===== config.mk =====
export PLATFORM = sky130hd
export DESIGN_NAME = ncc_peak_finder
export DESIGN_NICKNAME = d
export VERILOG_FILES = /design/src/rtl/ncc_pkg.sv /design/src/rtl/ncc_score_adder.sv /design/src/rtl/ncc_peak_finder.sv
export SDC_FILE = /design/constraint.sdc
export NUM_CORES = 1
export LEC_CHECK = 0
export ABC_AREA = 1
export BUFFER_PORTS_ARGS = -buffer_cell sky130_fd_sc_hd__buf_2
export CELL_PAD_IN_SITES_DETAIL_PLACEMENT = 1
export CELL_PAD_IN_SITES_GLOBAL_PLACEMENT = 1
export CORE_UTILIZATION = 48
export DETAILED_ROUTE_END_ITERATION = 8
export PLACE_DENSITY_LB_ADDON = 0.1
export RECOVER_POWER = 100
export SYNTH_ARGS = -nofsm -noshare
export SYNTH_HDL_FRONTEND = slang
export SYNTH_SLANG_ARGS = --single-unit
export TNS_END_PERCENT = 50

===== constraint.sdc =====
create_clock -name clk -period 5.3 [get_ports clk]
set_clock_uncertainty 0.2 [all_clocks]
set_input_delay 0.53 -clock clk [delete_from_list [all_inputs] [get_ports clk]]
set_output_delay 0.53 -clock clk [all_outputs]
set_load 0.05 [all_outputs]

===== src/rtl/ncc_pkg.sv =====
// ============================================================================
// Module   : ncc_pkg
// Purpose  : Shared types and constants for the NCC peak finder.
// Revision : 1.0
// ============================================================================
`default_nettype none

package ncc_pkg;

    localparam int c_WIN_COLS_DEFAULT = 640;
    localparam int c_WIN_ROWS_DEFAULT = 480;

    typedef logic signed [11:0] score_t;
    typedef logic signed [9:0]  part_t;

    typedef enum logic [1:0] {
        ST_IDLE  = 2'd0,
        ST_SCAN  = 2'd1,
        ST_DRAIN = 2'd2,
        ST_DONE  = 2'd3
    } state_t;

    localparam score_t c_SCORE_MIN = 12'sh800;

    function automatic score_t sext_part(input part_t p);
        return {{2{p[9]}}, p};
    endfunction

endpackage

`default_nettype wire


===== src/rtl/ncc_score_adder.sv =====
// ============================================================================
// Module   : ncc_score_adder
// Purpose  : Two-stage registered adder tree summing 16 signed 8-bit
//            accumulators into a 12-bit score, with a valid/tag side pipe.
// Revision : 1.0
// ============================================================================
`default_nettype none

module ncc_score_adder
    import ncc_pkg::*;
#(
    parameter int TAG_W = 8
) (
    input  logic             clk,
    input  logic             rst,
    input  logic             i_valid,
    input  logic [7:0]       i_acc [16],
    input  logic [TAG_W-1:0] i_tag,
    output logic             o_valid,
    output score_t           o_score,
    output logic [TAG_W-1:0] o_tag,
    output logic             o_busy
);

    part_t            w_part [4];
    part_t            r_part [4];
    logic             r_valid1;
    logic             r_valid2;
    logic [TAG_W-1:0] r_tag1;
    logic [TAG_W-1:0] r_tag2;
    score_t           r_score;

    always_comb begin
        for (int g = 0; g < 4; g++) begin
            w_part[g] = '0;
            for (int k = 0; k < 4; k++) begin
                w_part[g] = w_part[g] + {{2{i_acc[4*g+k][7]}}, i_acc[4*g+k]};
            end
        end
    end

    always_ff @(posedge clk) begin
        if (rst) begin
            r_valid1 <= 1'b0;
            r_valid2 <= 1'b0;
        end else begin
            r_valid1 <= i_valid;
            r_valid2 <= r_valid1;
        end
    end

    // Data registers load only alongside a valid bit, so input gaps leave
    // in-flight samples untouched.
    always_ff @(posedge clk) begin
        if (i_valid) begin
            r_part <= w_part;
            r_tag1 <= i_tag;
        end
        if (r_valid1) begin
            r_score <= sext_part(r_part[0]) + sext_part(r_part[1])
                     + sext_part(r_part[2]) + sext_part(r_part[3]);
            r_tag2  <= r_tag1;
        end
    end

    assign o_valid = r_valid2;
    assign o_score = r_score;
    assign o_tag   = r_tag2;
    assign o_busy  = r_valid1 | r_valid2;

endmodule

`default_nettype wire


===== src/rtl/ncc_peak_finder.sv =====
// ============================================================================
// Module   : ncc_peak_finder
// Purpose  : Raster-scans NCC accumulator samples and reports the position
//            of the strictly greatest score (earliest wins on ties).
// Revision : 1.0
// ============================================================================
`default_nettype none

module ncc_peak_finder
    import ncc_pkg::*;
#(
    parameter int WIN_COLS = c_WIN_COLS_DEFAULT,
    parameter int WIN_ROWS = c_WIN_ROWS_DEFAULT
) (
    input  logic                        clk,
    input  logic                        rst,
    input  logic                        start,
    input  logic                        acc_valid,
    input  logic [7:0]                  accIn [16],
    output logic                        busy,
    output logic                        peak_valid,
    input  logic                        result_ack,
    output logic [11:0]                 peak_score,
    output logic [$clog2(WIN_COLS)-1:0] peak_x,
    output logic [$clog2(WIN_ROWS)-1:0] peak_y
);

    localparam int c_X_W   = $clog2(WIN_COLS);
    localparam int c_Y_W   = $clog2(WIN_ROWS);
    localparam int c_TAG_W = c_X_W + c_Y_W;
    localparam logic [c_X_W-1:0] c_X_LAST = c_X_W'(WIN_COLS - 1);
    localparam logic [c_Y_W-1:0] c_Y_LAST = c_Y_W'(WIN_ROWS - 1);

    state_t             r_state;
    state_t             w_state_nxt;
    logic [c_X_W-1:0]   r_x;
    logic [c_Y_W-1:0]   r_y;
    score_t             r_best;
    logic [c_X_W-1:0]   r_best_x;
    logic [c_Y_W-1:0]   r_best_y;

    logic               w_accept;
    logic               w_last;
    logic               w_sc_valid;
    score_t             w_sc_score;
    logic [c_TAG_W-1:0] w_sc_tag;
    logic               w_pipe_busy;

    assign w_accept = (r_state == ST_SCAN) && acc_valid;
    assign w_last   = w_accept && (r_x == c_X_LAST) && (r_y == c_Y_LAST);

    ncc_score_adder #(
        .TAG_W (c_TAG_W)
    ) u_adder (
        .clk     (clk),
        .rst     (rst),
        .i_valid (w_accept),
        .i_acc   (accIn),
        .i_tag   ({r_y, r_x}),
        .o_valid (w_sc_valid),
        .o_score (w_sc_score),
        .o_tag   (w_sc_tag),
        .o_busy  (w_pipe_busy)
    );

    always_ff @(posedge clk) begin
        if (rst) begin
            r_state <= ST_IDLE;
        end else begin
            r_state <= w_state_nxt;
        end
    end

    always_comb begin
        w_state_nxt = r_state;
        busy        = 1'b0;
        peak_valid  = 1'b0;
        case (r_state)
            ST_IDLE: begin
                if (start) w_state_nxt = ST_SCAN;
            end
            ST_SCAN: begin
                busy = 1'b1;
                if (w_last) w_state_nxt = ST_DRAIN;
            end
            ST_DRAIN: begin
                // Leave once the last sample has been compared.
                busy = 1'b1;
                if (!w_pipe_busy) w_state_nxt = ST_DONE;
            end
            ST_DONE: begin
                peak_valid = 1'b1;
                if (result_ack) w_state_nxt = ST_IDLE;
            end
            default: w_state_nxt = ST_IDLE;
        endcase
    end

    always_ff @(posedge clk) begin
        if (rst) begin
            r_x      <= '0;
            r_y      <= '0;
            r_best   <= '0;
            r_best_x <= '0;
            r_best_y <= '0;
        end else if (r_state == ST_IDLE && start) begin
            r_x      <= '0;
            r_y      <= '0;
            r_best   <= c_SCORE_MIN;
            r_best_x <= '0;
            r_best_y <= '0;
        end else begin
            if (w_accept) begin
                if (r_x == c_X_LAST) begin
                    r_x <= '0;
                    r_y <= r_y + 1'b1;
                end else begin
                    r_x <= r_x + 1'b1;
                end
            end
            // Strict compare keeps the earliest position on ties.
            if (w_sc_valid && (w_sc_score > r_best)) begin
                r_best   <= w_sc_score;
                r_best_x <= w_sc_tag[c_X_W-1:0];
                r_best_y <= w_sc_tag[c_TAG_W-1:c_X_W];
            end
        end
    end

    assign peak_score = r_best;
    assign peak_x     = r_best_x;
    assign peak_y     = r_best_y;

endmodule

`default_nettype wire


Word-level counts from Yosys, hierarchy flattened

Cells that the tools add are included.
Widths: inputs -> output; s select.

Register bits after elaboration: 144
Input port bits: 133
Output and inout bits: 33
Logic and storage cells: 65

Add/subtract/negate cells: 17
Magnitude comparators: 1
Equality and inequality tests: 9
Muxes and demuxes: 10
Bitwise gates (word level): 1
Reduce and logical (&&, ||, !) cells: 11

Operator list:

| operator              | count |
|---|---|
| $add 10x10->10        | 8 |
| $add 8x8->9           | 4 |
| $mux 12               | 2 |
| $add 11x10->12        | 1 |
| $add 12x10->12        | 1 |
| $gt 12x12->1          | 1 |
| $add 10x10->11        | 1 |
| $add 10x1->10 const B | 1 |
| $eq 10x10->1 const B  | 1 |
| $mux 10               | 1 |
| $add 9x1->9 const B   | 1 |
| $eq 9x9->1 const B    | 1 |
| $mux 2                | 4 |
| $ne 2x2->1 const B    | 4 |
| $pmux 2 s4            | 1 |
| $logic_and 1x1->1     | 5 |
| $eq 2x2->1 const B    | 2 |
| $reduce_and 4->1      | 1 |
| $reduce_or 2->1       | 2 |
| $eq 2x1->1 const B    | 1 |
| $logic_not 2->1       | 1 |
| $mux 1                | 2 |
| $reduce_and 2->1      | 1 |
| $reduce_bool 2->1     | 1 |
| $or 1x1->1            | 1 |

Depth between registers and ports, before layout

Gate-level depths: netlist of the first run.

Depth in word-level cells: 6
Gate-level depth with buffers: 15

By module

A second synthesis of the first run with hierarchy kept.

Cell total of the unflattened synthesis: 1068
Area total of the unflattened synthesis: 9796.9 µm²

Modules (own cells, without submodules):

| module          | times used | cells each | area each (µm²) | sequential area each (µm²) |
|---|---|---|---|---|
| ncc_score_adder | 1          | 724        | 7219.4          | 2742.6 |
| ncc_peak_finder | 1          | 344        | 2577.5          | 1041.0 |

Worst setup path after synthesis of the first run

Ideal clock, no wire load.

Kind: in2reg
Start: input accIn[112] (netlist bit)
End: register u_adder.r_part[39] (netlist bit), data pin
Library setup time: 0.265 ns
Arrival time: 3.061 ns
Data required time: 4.835 ns
Slack: 1.774 ns
Stages on the path: 14
Path buffers: 0
Cells stage by stage: ha_1 -> inv_1 -> fa_1 -> o21ai_0 -> a21oi_1 -> o21bai_1 -> nand2_1 -> nand4_1 -> o21ai_0 -> fa_1 -> ha_1 -> a21oi_1 -> o211ai_1 -> xor2_1

RTL lines:

| what                 | line                  | RTL |
|---|---|---|
| start, declared      | ncc_peak_finder.sv:19 | `input logic [7:0] accIn [16],` |
| end signal, assigned | ncc_score_adder.sv:56 | `r_part <= w_part;` |
| end, declared        | ncc_score_adder.sv:26 | `part_t r_part [4];` |

Worst setup path in the final report of the first run

Start: register r_best[11] (netlist: peak_score[11])
End: register r_best[11] (netlist: peak_score[11])

Word-level cells in the longest chain between the ends: 3

Ends and longest elaborated chain:

| what                        | line                   | RTL |
|---|---|---|
| start, declared             | ncc_peak_finder.sv:38  | `score_t r_best;` |
| start signal, assigned      | ncc_peak_finder.sv:109 | `r_best <= c_SCORE_MIN;` |
| start signal, assigned      | ncc_peak_finder.sv:123 | `r_best <= w_sc_score;` |
| $gt 12x12->1                | ncc_peak_finder.sv:122 | `if (w_sc_valid && (w_sc_score > r_best)) begin` |
| $logic_and 1x1->1           | ncc_peak_finder.sv:122 |  |
| $reduce_bool 2->1 (no line) | n/a                    |  |

Every way passes these cells.
A chain may end at the register's enable or synchronous reset.

==> flow_summary.json, run 1 <==
{
  "rr_startpoint": "peak_score[11]$_SDFFE_PP0P_",
  "r2r_setup_slack_ns": 1.24,
  "clk_latency_ns": 0.43,
  "tightest_slew_ns": 1.64,
  "violations": "max-capacitance violations, max-slew violations",
  "finalPower_uw": 5280,
  "viasPerCell": 5.06,
  "hold_viol_final": 0,
  "grt-ovfl-total": 0,
  "peakVddDrop_mv": 0.225,
  "dp_hpwl_um": 17500,
  "grt_max_degree": 64,
  "finalSetupViolCount": 0,
  "hold_path.class": "input port to flip-flop",
  "nets": 1463,
  "cts_hold_buf": 0,
  "wl_um": 22100,
  "synth_nets": 1290,
  "multiInputGateArea_um2": 5130,
  "io_pins": 166,
  "antenna_found_initial": 1,
  "pre_cts_ws_ns": 1.31,
  "fillers": 2317,
  "dr_total_vias": 7331,
  "total_leakage_power_uw": 0.00502,
  "clk_path_buf_depth": 2,
  "yosysTopAreaCell": "edfxtp_1",
  "ys_top_cells_by_area": "edfxtp_1 28%, fa_1 13%, ha_1 12%",
  "critPathCaptureType": "flip-flop",
  "cts.sinks": 144,
  "clock.fmax_mhz": 247,
  "powerDensity_nw_per_um2": 464,
  "area_growth_pct": 16.6,
  "synthArstFlopShare": 0,
  "cp.required_ns": 5.44,
  "route.detailed.drc": 0,
  "synth_top_area_frac": 0.277,
  "finish.utilization": 0.577,
  "layout-drive-gt1-share": 0.149,
  "finalCritPeriodShare": 0.765,
  "core_um2": 19700,
  "yosysSeqAreaShare": 0.388,
  "synth.avg_cell_area_um2": 9.77,
  "setup-tns-final_ns": 0,
  "clk_transition_reported_paths_ns": 0.07,
  "grt_first_pass_wirelength_um": 35500,
  "io_buffer_count": 165,
  "cap_violations": 1,
  "critPathLaunchType": "flip-flop",
  "cts.htree.levels": 4,
  "first_pass_iters": 4,
  "hold_start": "rst",
  "finalCriticalPeriod_ns": 4.06,
  "synth.cell_area_um2": 9750,
  "cts_resized": 0,
  "yosysWarnings": 0,
  "rsz0062_at_grt": "no",
  "cts_tree": "yes",
  "reg2reg_to": "peak_score[11]$_SDFFE_PP0P_",
  "syn_inst": 998,
  "hold_end": "u_adder.o_valid$_SDFF_PP0_",
  "cts_buffers": 17,
  "hold_depth": 2,
  "ys_seq_elements": 144,
  "synth_cell_types": 38,
  "worstRegToRegCells": 14,
  "die_w_um": 145,
  "fin_ws_ns": 1.24,
  "grt_pass1_vias": 7634,
  "cp_data_arrival_time_ns": 4.19,
  "synth_flop_cell": "edfxtp_1",
  "num_rows": 51,
  "relSlewSlack": -0.0938,
  "critPathKind": "flip-flop to flip-flop",
  "synth_enable_flop_cells": 90,
  "dieArea_um2": 20900,
  "dr.first_iter.drc_count": 256,
  "die_h_um": 145,
  "hold_ws_ns": 0.105,
  "grt_usage": 0.221,
  "path_max_fanout": 32,
  "gp_congestion": 0.798,
  "final-seq-area_um2": 3780,
  "post-cts-setup-buffer-count": 0,
  "wl_per_cell_um": 15.2,
  "slew_viol_final": 64,
  "drtAntennaViolNets": 0,
  "outcome": "finished, violations left",
  "start_util": 0.495,
  "root_buffer": "clkbuf_16"
}
[power breakdown]
| group | total (µW) | internal, µW | switching [µW] |
|---|---|---|---|
| clock | 1220 | 641 | 574 |
| sequential | 1580 | 1520 | 65.8 |
| combinational | 2480 | 943 | 1540 |
[per-layer routing]
layer / up-vias / routed length [µm] / global-route usage / share of wire
li1: 3653 / - / - / -
met1: 3511 / 9700 / 0.262 / 0.44
met2: 132 / 11200 / 0.398 / 0.51
met3: 35 / 599 / 0.0331 / 0.027
met4: 0 / 534 / 0.0892 / 0.024
met5: - / 0 / 0 / 0
[worst max-delay path: stages (launching register included)]
cell	delay, ns
dfxtp_1	0.38
inv_1	0.06
ha_1	0.37
nand2_1	0.16
clkinv_1	0.08
nand2_1	0.06
nor2_1	0.07
clkinv_1	0.06
o21ai_0	0.09
inv_1	0.81
nand3_1	1.13
nand2_1	0.28
nand3_1	0.10
nand2_1	0.08
inv_1	0.04
[worst max-delay path by stage]
stage / from / to
detailed placement: accIn[80] / u_adder.r_part[29]$_DFFE_PP_
CTS: accIn[80] / u_adder.r_part[29]$_DFFE_PP_
global route: peak_score[11]$_SDFFE_PP0P_ / peak_score[11]$_SDFFE_PP0P_
global placement: accIn[80] / u_adder.r_part[29]$_DFFE_PP_
floorplan: accIn[112] / u_adder.r_part[39]$_DFFE_PP_
finish: peak_score[11]$_SDFFE_PP0P_ / peak_score[11]$_SDFFE_PP0P_
[state kept, by name, indices dropped and copies added, names as in the netlist]
| signal | flops |
|---|---|
| peak_score | 12 |
| peak_x | 10 |
| peak_y | 9 |
| r_state | 2 |
| r_x | 10 |
| r_y | 9 |
| u_adder.o_score | 12 |
| u_adder.o_tag | 19 |
| u_adder.o_valid | 1 |
| u_adder.r_part | 40 |
| u_adder.r_tag1 | 19 |
| u_adder.r_valid1 | 1 |
[layout by cell type (no fill, tap or decap), types with 17 or more instances in the layout]
master,netlist,layout
nand3_1,49,50
xnor2_1,18,18
inv_1,183,185
a21oi_1,109,109
o21ai_0,24,26
xor2_1,51,51
fa_1,65,65
nand4_1,18,18
clkbuf_16,0,17
clkbuf_1,4,34
edfxtp_1,90,90
ha_1,94,94
dfxtp_1,54,54
nand2_1,120,122
buf_2,2,132
nor2_1,45,47
[cells in the mapped netlist, types with 5 or more instances]
| library cell | number |
|---|---|
| inv_1 | 183 |
| nand2_1 | 120 |
| a21oi_1 | 109 |
| ha_1 | 94 |
| edfxtp_1 | 90 |
| fa_1 | 65 |
| dfxtp_1 | 54 |
| xor2_1 | 51 |
| nand3_1 | 49 |
| nor2_1 | 45 |
| o21ai_0 | 24 |
| nand4_1 | 18 |
| xnor2_1 | 18 |
| nor3_1 | 15 |
| o211ai_1 | 9 |
| buf_6 | 6 |
| nand3_2 | 6 |
| o21bai_1 | 5 |
[final cells by class]
type	instances	area share
tap	265	0.0292
timing repair buffer	168	0.0704
clock inverter	15	0.0166
antenna	1	0.000220
multi-input combinational	653	0.452
inverter	187	0.0617
clock buffer	17	0.0374
sequential	144	0.333
[kinds of logic after synthesis]
kind of cell / synth area share
and+or+nand+nor: 0.124
AOI/OAI and AO/OA: 0.0890
DFF: 0.388
adders and majority gates: 0.254
xor gates and xnor gates: 0.0620
buffers and inverters: 0.0830
[through the flow]
stage	instances	instance area, µm²
after CTS	1449	11400
final	1450	11400
after global placement	1417	10800
after detailed placement	1417	10800
after floorplan	998	9750
after global routing	1450	11400
No activity file was read; power rests on OpenSTA's default activity.
==> inputs of run 2 (changes only) <==
--- a/config.mk
+++ b/config.mk
@@ -9,7 +9,7 @@
 export BUFFER_PORTS_ARGS = -buffer_cell sky130_fd_sc_hd__buf_2
 export CELL_PAD_IN_SITES_DETAIL_PLACEMENT = 1
 export CELL_PAD_IN_SITES_GLOBAL_PLACEMENT = 1
-export CORE_UTILIZATION = 48
+export CORE_UTILIZATION = 40
 export DETAILED_ROUTE_END_ITERATION = 8
 export PLACE_DENSITY_LB_ADDON = 0.1
 export RECOVER_POWER = 100
==> constraint.sdc (replaced) <==
create_clock -name clk -period 3.5 [get_ports clk]
set_clock_uncertainty 0.2 [all_clocks]
set_input_delay 0.35 -clock clk [delete_from_list [all_inputs] [get_ports clk]]
set_output_delay 0.35 -clock clk [all_outputs]
set_load 0.05 [all_outputs]
==> run 2 against run 1 <==
Effect of this change:
- utilization shrank 8.4 points
- die area is 20% higher
- global-route usage down 4.3 points
- design area up 2.7%
- total power grew 51%
- the run still ends with max-capacitance violations, max-slew violations left
- highest routed layer is now met5
- routed wire length decreased by 4.9%
- via count decreased by 0.31%
- clock-buffer cell count did not move
- clock power is 43% higher
- largest cell class unchanged
- critical path depth grew 1
- non-clock buffer count is 38 higher
==> flow_summary.json, run 2 (synthesis results as in run 1) <==
{
  "dr.first_iter.drc_count": 289,
  "finalCritPeriodShare": 0.927,
  "top_register": "u_adder.r_part",
  "first_pass_iters": 4,
  "clock.fmax_mhz": 308,
  "wl_um": 21000,
  "slew_viol_final": 104,
  "hold_viol_final": 0,
  "critPathCaptureType": "flip-flop",
  "num_rows": 56,
  "dr_total_vias": 7308,
  "io_buffer_count": 165,
  "finalCriticalPeriod_ns": 3.24,
  "powerDensity_nw_per_um2": 684,
  "dieArea_um2": 25000,
  "die_w_um": 158,
  "fin_ws_ns": 0.256,
  "cp_data_arrival_time_ns": 3.21,
  "path_max_fanout": 4,
  "antenna_found_initial": 1,
  "final_common_cell": "inv_1",
  "cp.required_ns": 3.47,
  "route.detailed.drc": 0,
  "cts_tree": "yes",
  "cts.htree.levels": 4,
  "cap_violations": 2,
  "clk_path_buf_depth": 2,
  "drtAntennaViolNets": 0,
  "layout-drive-gt1-share": 0.176,
  "pre_cts_ws_ns": -0.249,
  "start_util": 0.412,
  "largest_register_ffs": 40,
  "grt_first_pass_wirelength_um": 34800,
  "rsz0062_at_grt": "no",
  "peakVddDrop_mv": 0.361,
  "outcome": "finished, violations left",
  "grt_usage": 0.177,
  "grt-ovfl-total": 0,
  "clk_latency_ns": 0.42,
  "critPathKind": "input port to flip-flop",
  "finalSetupViolCount": 0,
  "final_cell_mix": "183 x inv_1, 132 x buf_2, 121 x nand2_1, 109 x a21oi_1, 94 x ha_1",
  "cts_buffers": 17,
  "nets": 1501,
  "critPathLaunchType": "input port",
  "total_leakage_power_uw": 0.00516,
  "relSlewSlack": -0.266,
  "viasPerCell": 4.74,
  "gp_congestion": 0.822,
  "dp_hpwl_um": 17000,
  "core_um2": 23700,
  "violations": "max-capacitance violations, max-slew violations",
  "root_buffer": "clkbuf_16",
  "grt_pass1_vias": 7606,
  "tightest_slew_ns": 1.90,
  "area_growth_pct": 19.7,
  "clk_transition_reported_paths_ns": 0.06,
  "num_antenna_cells": 0,
  "hold_ws_ns": 0.0739,
  "wl_per_cell_um": 13.6,
  "hold_path.class": "input port to flip-flop",
  "cts.sinks": 144,
  "io_pins": 166,
  "die_h_um": 158,
  "grt_max_degree": 64
}
[run 2: cell types whose count changed in the layout (fill, tap and decap cells not counted), moves of 2 or more]
cell      delta
buf_4       +24
inv_2        +4
o21ai_1      +2
clkbuf_4     +6
nor2_1       -2
o21ai_0      -3
inv_1        -2
clkinv_4     +2
clkbuf_1     +7
clkinv_8     -5
[run 2: what timing repair did]
action | CTS | global route
buffers inserted | 0 | 0
hold buffers | 1 | 0
hold endpoints to repair | 2 | 0
gates resized for setup | 0 | 2
setup endpoints to repair | 0 | 2
[run 2: power by group]
group          internal, µW  switching, µW
Clock                   946            802
Combinational          1520           2320
Sequential             2300           97.1
[run 2: cell type report]
| class | instances | area [µm²] |
|---|---|---|
| multi-input cells | 653 | 5160 |
| fillers | 2826 | 12000 |
| inverters | 187 | 702 |
| flip-flops and latches | 144 | 3780 |
| repair buffers | 206 | 1060 |
| well taps | 319 | 399 |
| clock buffers | 17 | 425 |
| clock inverters | 15 | 146 |
[run 2: final timing paths]
| kind | slack, ns | to | depth (start not counted) | start |
|---|---|---|---|---|
| worst max-delay path | 0.26 | u_adder.r_part[39]$_DFFE_PP_ | 15 | accIn[112] |
| worst min-delay path | 0.07 | u_adder.r_part[30]$_DFFE_PP_ | 2 | accIn[104] |
| worst max register to register | 0.27 | u_adder.o_score[9]$_DFFE_PP_ | 9 | u_adder.r_part[11]$_DFFE_PP_ |
| worst min register to register | 0.21 | u_adder.o_tag[6]$_DFFE_PP_ | 0 | u_adder.r_tag1[6]$_DFFE_PP_ |
[run 2: worst max-delay path, stage by stage]
cell and delay (ns):
buf_2 0.08, ha_1 0.16, inv_1 0.05, fa_1 0.40
o21ai_0 0.18, clkbuf_4 0.16, clkbuf_4 0.12, xor2_1 0.17
fa_1 0.44, ha_1 0.35, a21oi_1 0.20, o21ai_0 0.18
nand4_1 0.11, o211ai_1 0.10, xor2_1 0.15
[run 2: routing by layer]
metal | global-route usage | up-vias | routed length, µm
met5 | 0 | - | 13
met4 | 0.0467 | 2 | 239
met3 | 0.0328 | 21 | 670
met2 | 0.305 | 127 | 10100
met1 | 0.228 | 3416 | 10000
li1 | - | 3742 | -
[run 2: per-stage QoR]
stage / instance area [µm²] / std cells / utilization / power [µW] / setup TNS (ns)
after global routing: 11700 / 1541 / 0.493 / 8720 / 0
after detailed placement: 11200 / 1508 / 0.472 / 6360 / -1.40
after global placement: 11200 / 1508 / 0.472 / 6240 / -0.550
after CTS: 11800 / 1541 / 0.496 / 8150 / 0
after floorplan: 9750 / 998 / - / 5300 / 0
final: 11700 / 1541 / 0.493 / 7990 / 0
==> inputs of run 3 (changes only) <==
--- a/config.mk
+++ b/config.mk
@@ -11,7 +11,7 @@
 export CELL_PAD_IN_SITES_GLOBAL_PLACEMENT = 1
 export CORE_UTILIZATION = 40
 export DETAILED_ROUTE_END_ITERATION = 8
-export PLACE_DENSITY_LB_ADDON = 0.1
+export PLACE_DENSITY = 0.84
 export RECOVER_POWER = 100
 export SYNTH_ARGS = -nofsm -noshare
 export SYNTH_HDL_FRONTEND = slang
==> run 3 against run 2 <==
Effect of this change:
- the flow still finishes with violations (max-capacitance violations, max-slew violations)
- register-to-register slack worse by 0.02 ns
- worst setup slack worse by 0.037 ns
- first-iteration DRC count is 13% higher
- sequential share of layout area hardly changed
- sequential power hardly changed
- critical path type unchanged
- largest power group unchanged
==> flow_summary.json, run 3 (synthesis results as in run 1) <==
{
  "outcome": "finished, violations left",
  "violations": "max-capacitance violations, max-slew violations",
  "crit_chain": "buf_2, ha_1, inv_1, fa_1, o21ai_0, a21oi_1, o21bai_1, nand2_1, nand4_1, o21ai_0, fa_1, ha_1, a21oi_1, o211ai_1, xor2_1",
  "setup-tns-final_ns": 0,
  "powerDensity_nw_per_um2": 707,
  "cp_data_arrival_time_ns": 3.25,
  "slowest_delay_ns": 0.48,
  "clk_path_buf_depth": 2,
  "finish.instance_area_um2": 11700,
  "slowest_stage": "fa_1",
  "gp_congestion": 0.876,
  "io_pins": 166,
  "cts.sinks": 144,
  "hold_path.class": "input port to flip-flop",
  "area_growth_pct": 19.6,
  "finalCriticalPeriod_ns": 3.28,
  "path_max_fanout": 4,
  "num_rows": 56,
  "grt_pass1_vias": 8034,
  "die_h_um": 158,
  "multiInputGateArea_um2": 5140,
  "route.detailed.drc": 0,
  "final-seq-area_um2": 3780,
  "dp_hpwl_um": 18800,
  "relSlewSlack": -0.158,
  "critPathLaunchType": "input port",
  "drtAntennaViolNets": 0,
  "dr.first_iter.drc_count": 326,
  "slew_viol_final": 97,
  "cts_tree": "yes",
  "cp-startpoint": "accIn[112]",
  "clock.fmax_mhz": 305,
  "core_um2": 23700,
  "tightest_slew_ns": 1.74,
  "grt-ovfl-total": 0,
  "fillers": 2785,
  "viasPerCell": 4.86,
  "num_antenna_cells": 0,
  "critPathKind": "input port to flip-flop",
  "hold_viol_final": 0,
  "peakVddDrop_mv": 0.403,
  "root_buffer": "clkbuf_16",
  "grt_max_degree": 64,
  "wl_per_cell_um": 15.2,
  "final_cell_mix": "184 x inv_1, 132 x buf_2, 121 x nand2_1, 109 x a21oi_1, 94 x ha_1",
  "cp.required_ns": 3.47,
  "layout-drive-gt1-share": 0.170,
  "use_met1": 0.216,
  "grtUsageMet2": 0.377,
  "hold_ws_ns": 0.0592,
  "finalCritPeriodShare": 0.937,
  "finalPower_uw": 8250,
  "use_met3": 0.0427,
  "start_util": 0.412,
  "cap_violations": 2,
  "grt_first_pass_wirelength_um": 38100,
  "finalSetupViolCount": 0,
  "antenna_found_initial": 0,
  "clk_transition_reported_paths_ns": 0.06,
  "first_pass_iters": 4,
  "top_register": "u_adder.r_part",
  "finish.utilization": 0.493,
  "clk_latency_ns": 0.43,
  "die_w_um": 158,
  "grt_usage": 0.197,
  "critPathCaptureType": "flip-flop",
  "hold_start": "accIn[104]",
  "nets": 1496,
  "largest_register_ffs": 40,
  "placed_area_um2": 11100,
  "cts_buffers": 17,
  "total_leakage_power_uw": 0.00516,
  "gr-max-usage-layer": "met2",
  "rr_startpoint": "u_adder.r_part[11]$_DFFE_PP_",
  "io_buffer_count": 165,
  "final_common_cell": "inv_1",
  "post-cts-setup-buffer-count": 0,
  "cts.htree.levels": 4,
  "wl_um": 23400,
  "rsz0062_at_grt": "no",
  "dieArea_um2": 25000,
  "dr_total_vias": 7471
}
[run 3: cell count changes in the layout (fill, tap and decap cells not counted), moves of 2 or more]
cell	previous run	this run
inv_8	6	3
nand3_2	6	3
buf_4	25	23
clkinv_4	4	1
inv_6	2	6
clkbuf_4	6	4
nand3_1	49	52
[run 3: timing repair]
action,4_1_cts,5_1_grt
setup endpoints to repair,0,2
endpoints found under the hold margin,2,0
hold buffers,1,0
resized for setup,0,1
[run 3: layout make-up]
type                    instances  area share
clock buffers                  18      0.0386
inverters                     187      0.0602
repair buffers                201      0.0882
clock inverters                14      0.0139
well taps                     319      0.0342
multi-input cells             653       0.441
flip-flops and latches        144       0.324
[run 3: critical path: cells and delay by family]
kind	cells	cell delay, ns
AOI/OAI and AO/OA	6	1.04
xor gates and xnor gates	1	0.16
adders and majority gates	4	1.39
buffers and inverters	2	0.14
and+or+nand+nor	2	0.17
[run 3: per-stage QoR]
step / worst slack [ns] / cells
finish: 0.219 / 1536
global route: 0.0271 / 1536
CTS: 0.193 / 1536
detailed placement: -0.250 / 1503
global placement: -0.114 / 1503
floorplan: 0.154 / 998
[run 3: final timing paths]
kind / end / slack, ns / cells after the start
hold reg to reg: u_adder.o_tag[4]$_DFFE_PP_ / 0.22 / 0
setup reg to reg: u_adder.o_score[9]$_DFFE_PP_ / 0.25 / 9
setup / recovery: u_adder.r_part[39]$_DFFE_PP_ / 0.22 / 15
hold / removal: u_adder.r_part[30]$_DFFE_PP_ / 0.06 / 2
[run 3: routing by layer]
layer	wire length (µm)	vias to the layer above
met4	322	0
met5	0	-
li1	-	3710
met1	9600	3603
met2	12700	134
met3	828	24
[run 3: where the power goes]
| group | switching [µW] | internal [µW] |
|---|---|---|
| Clock | 805 | 1060 |
| Sequential | 101 | 2300 |
| Combinational | 2450 | 1530 |
| Total | 3360 | 4890 |
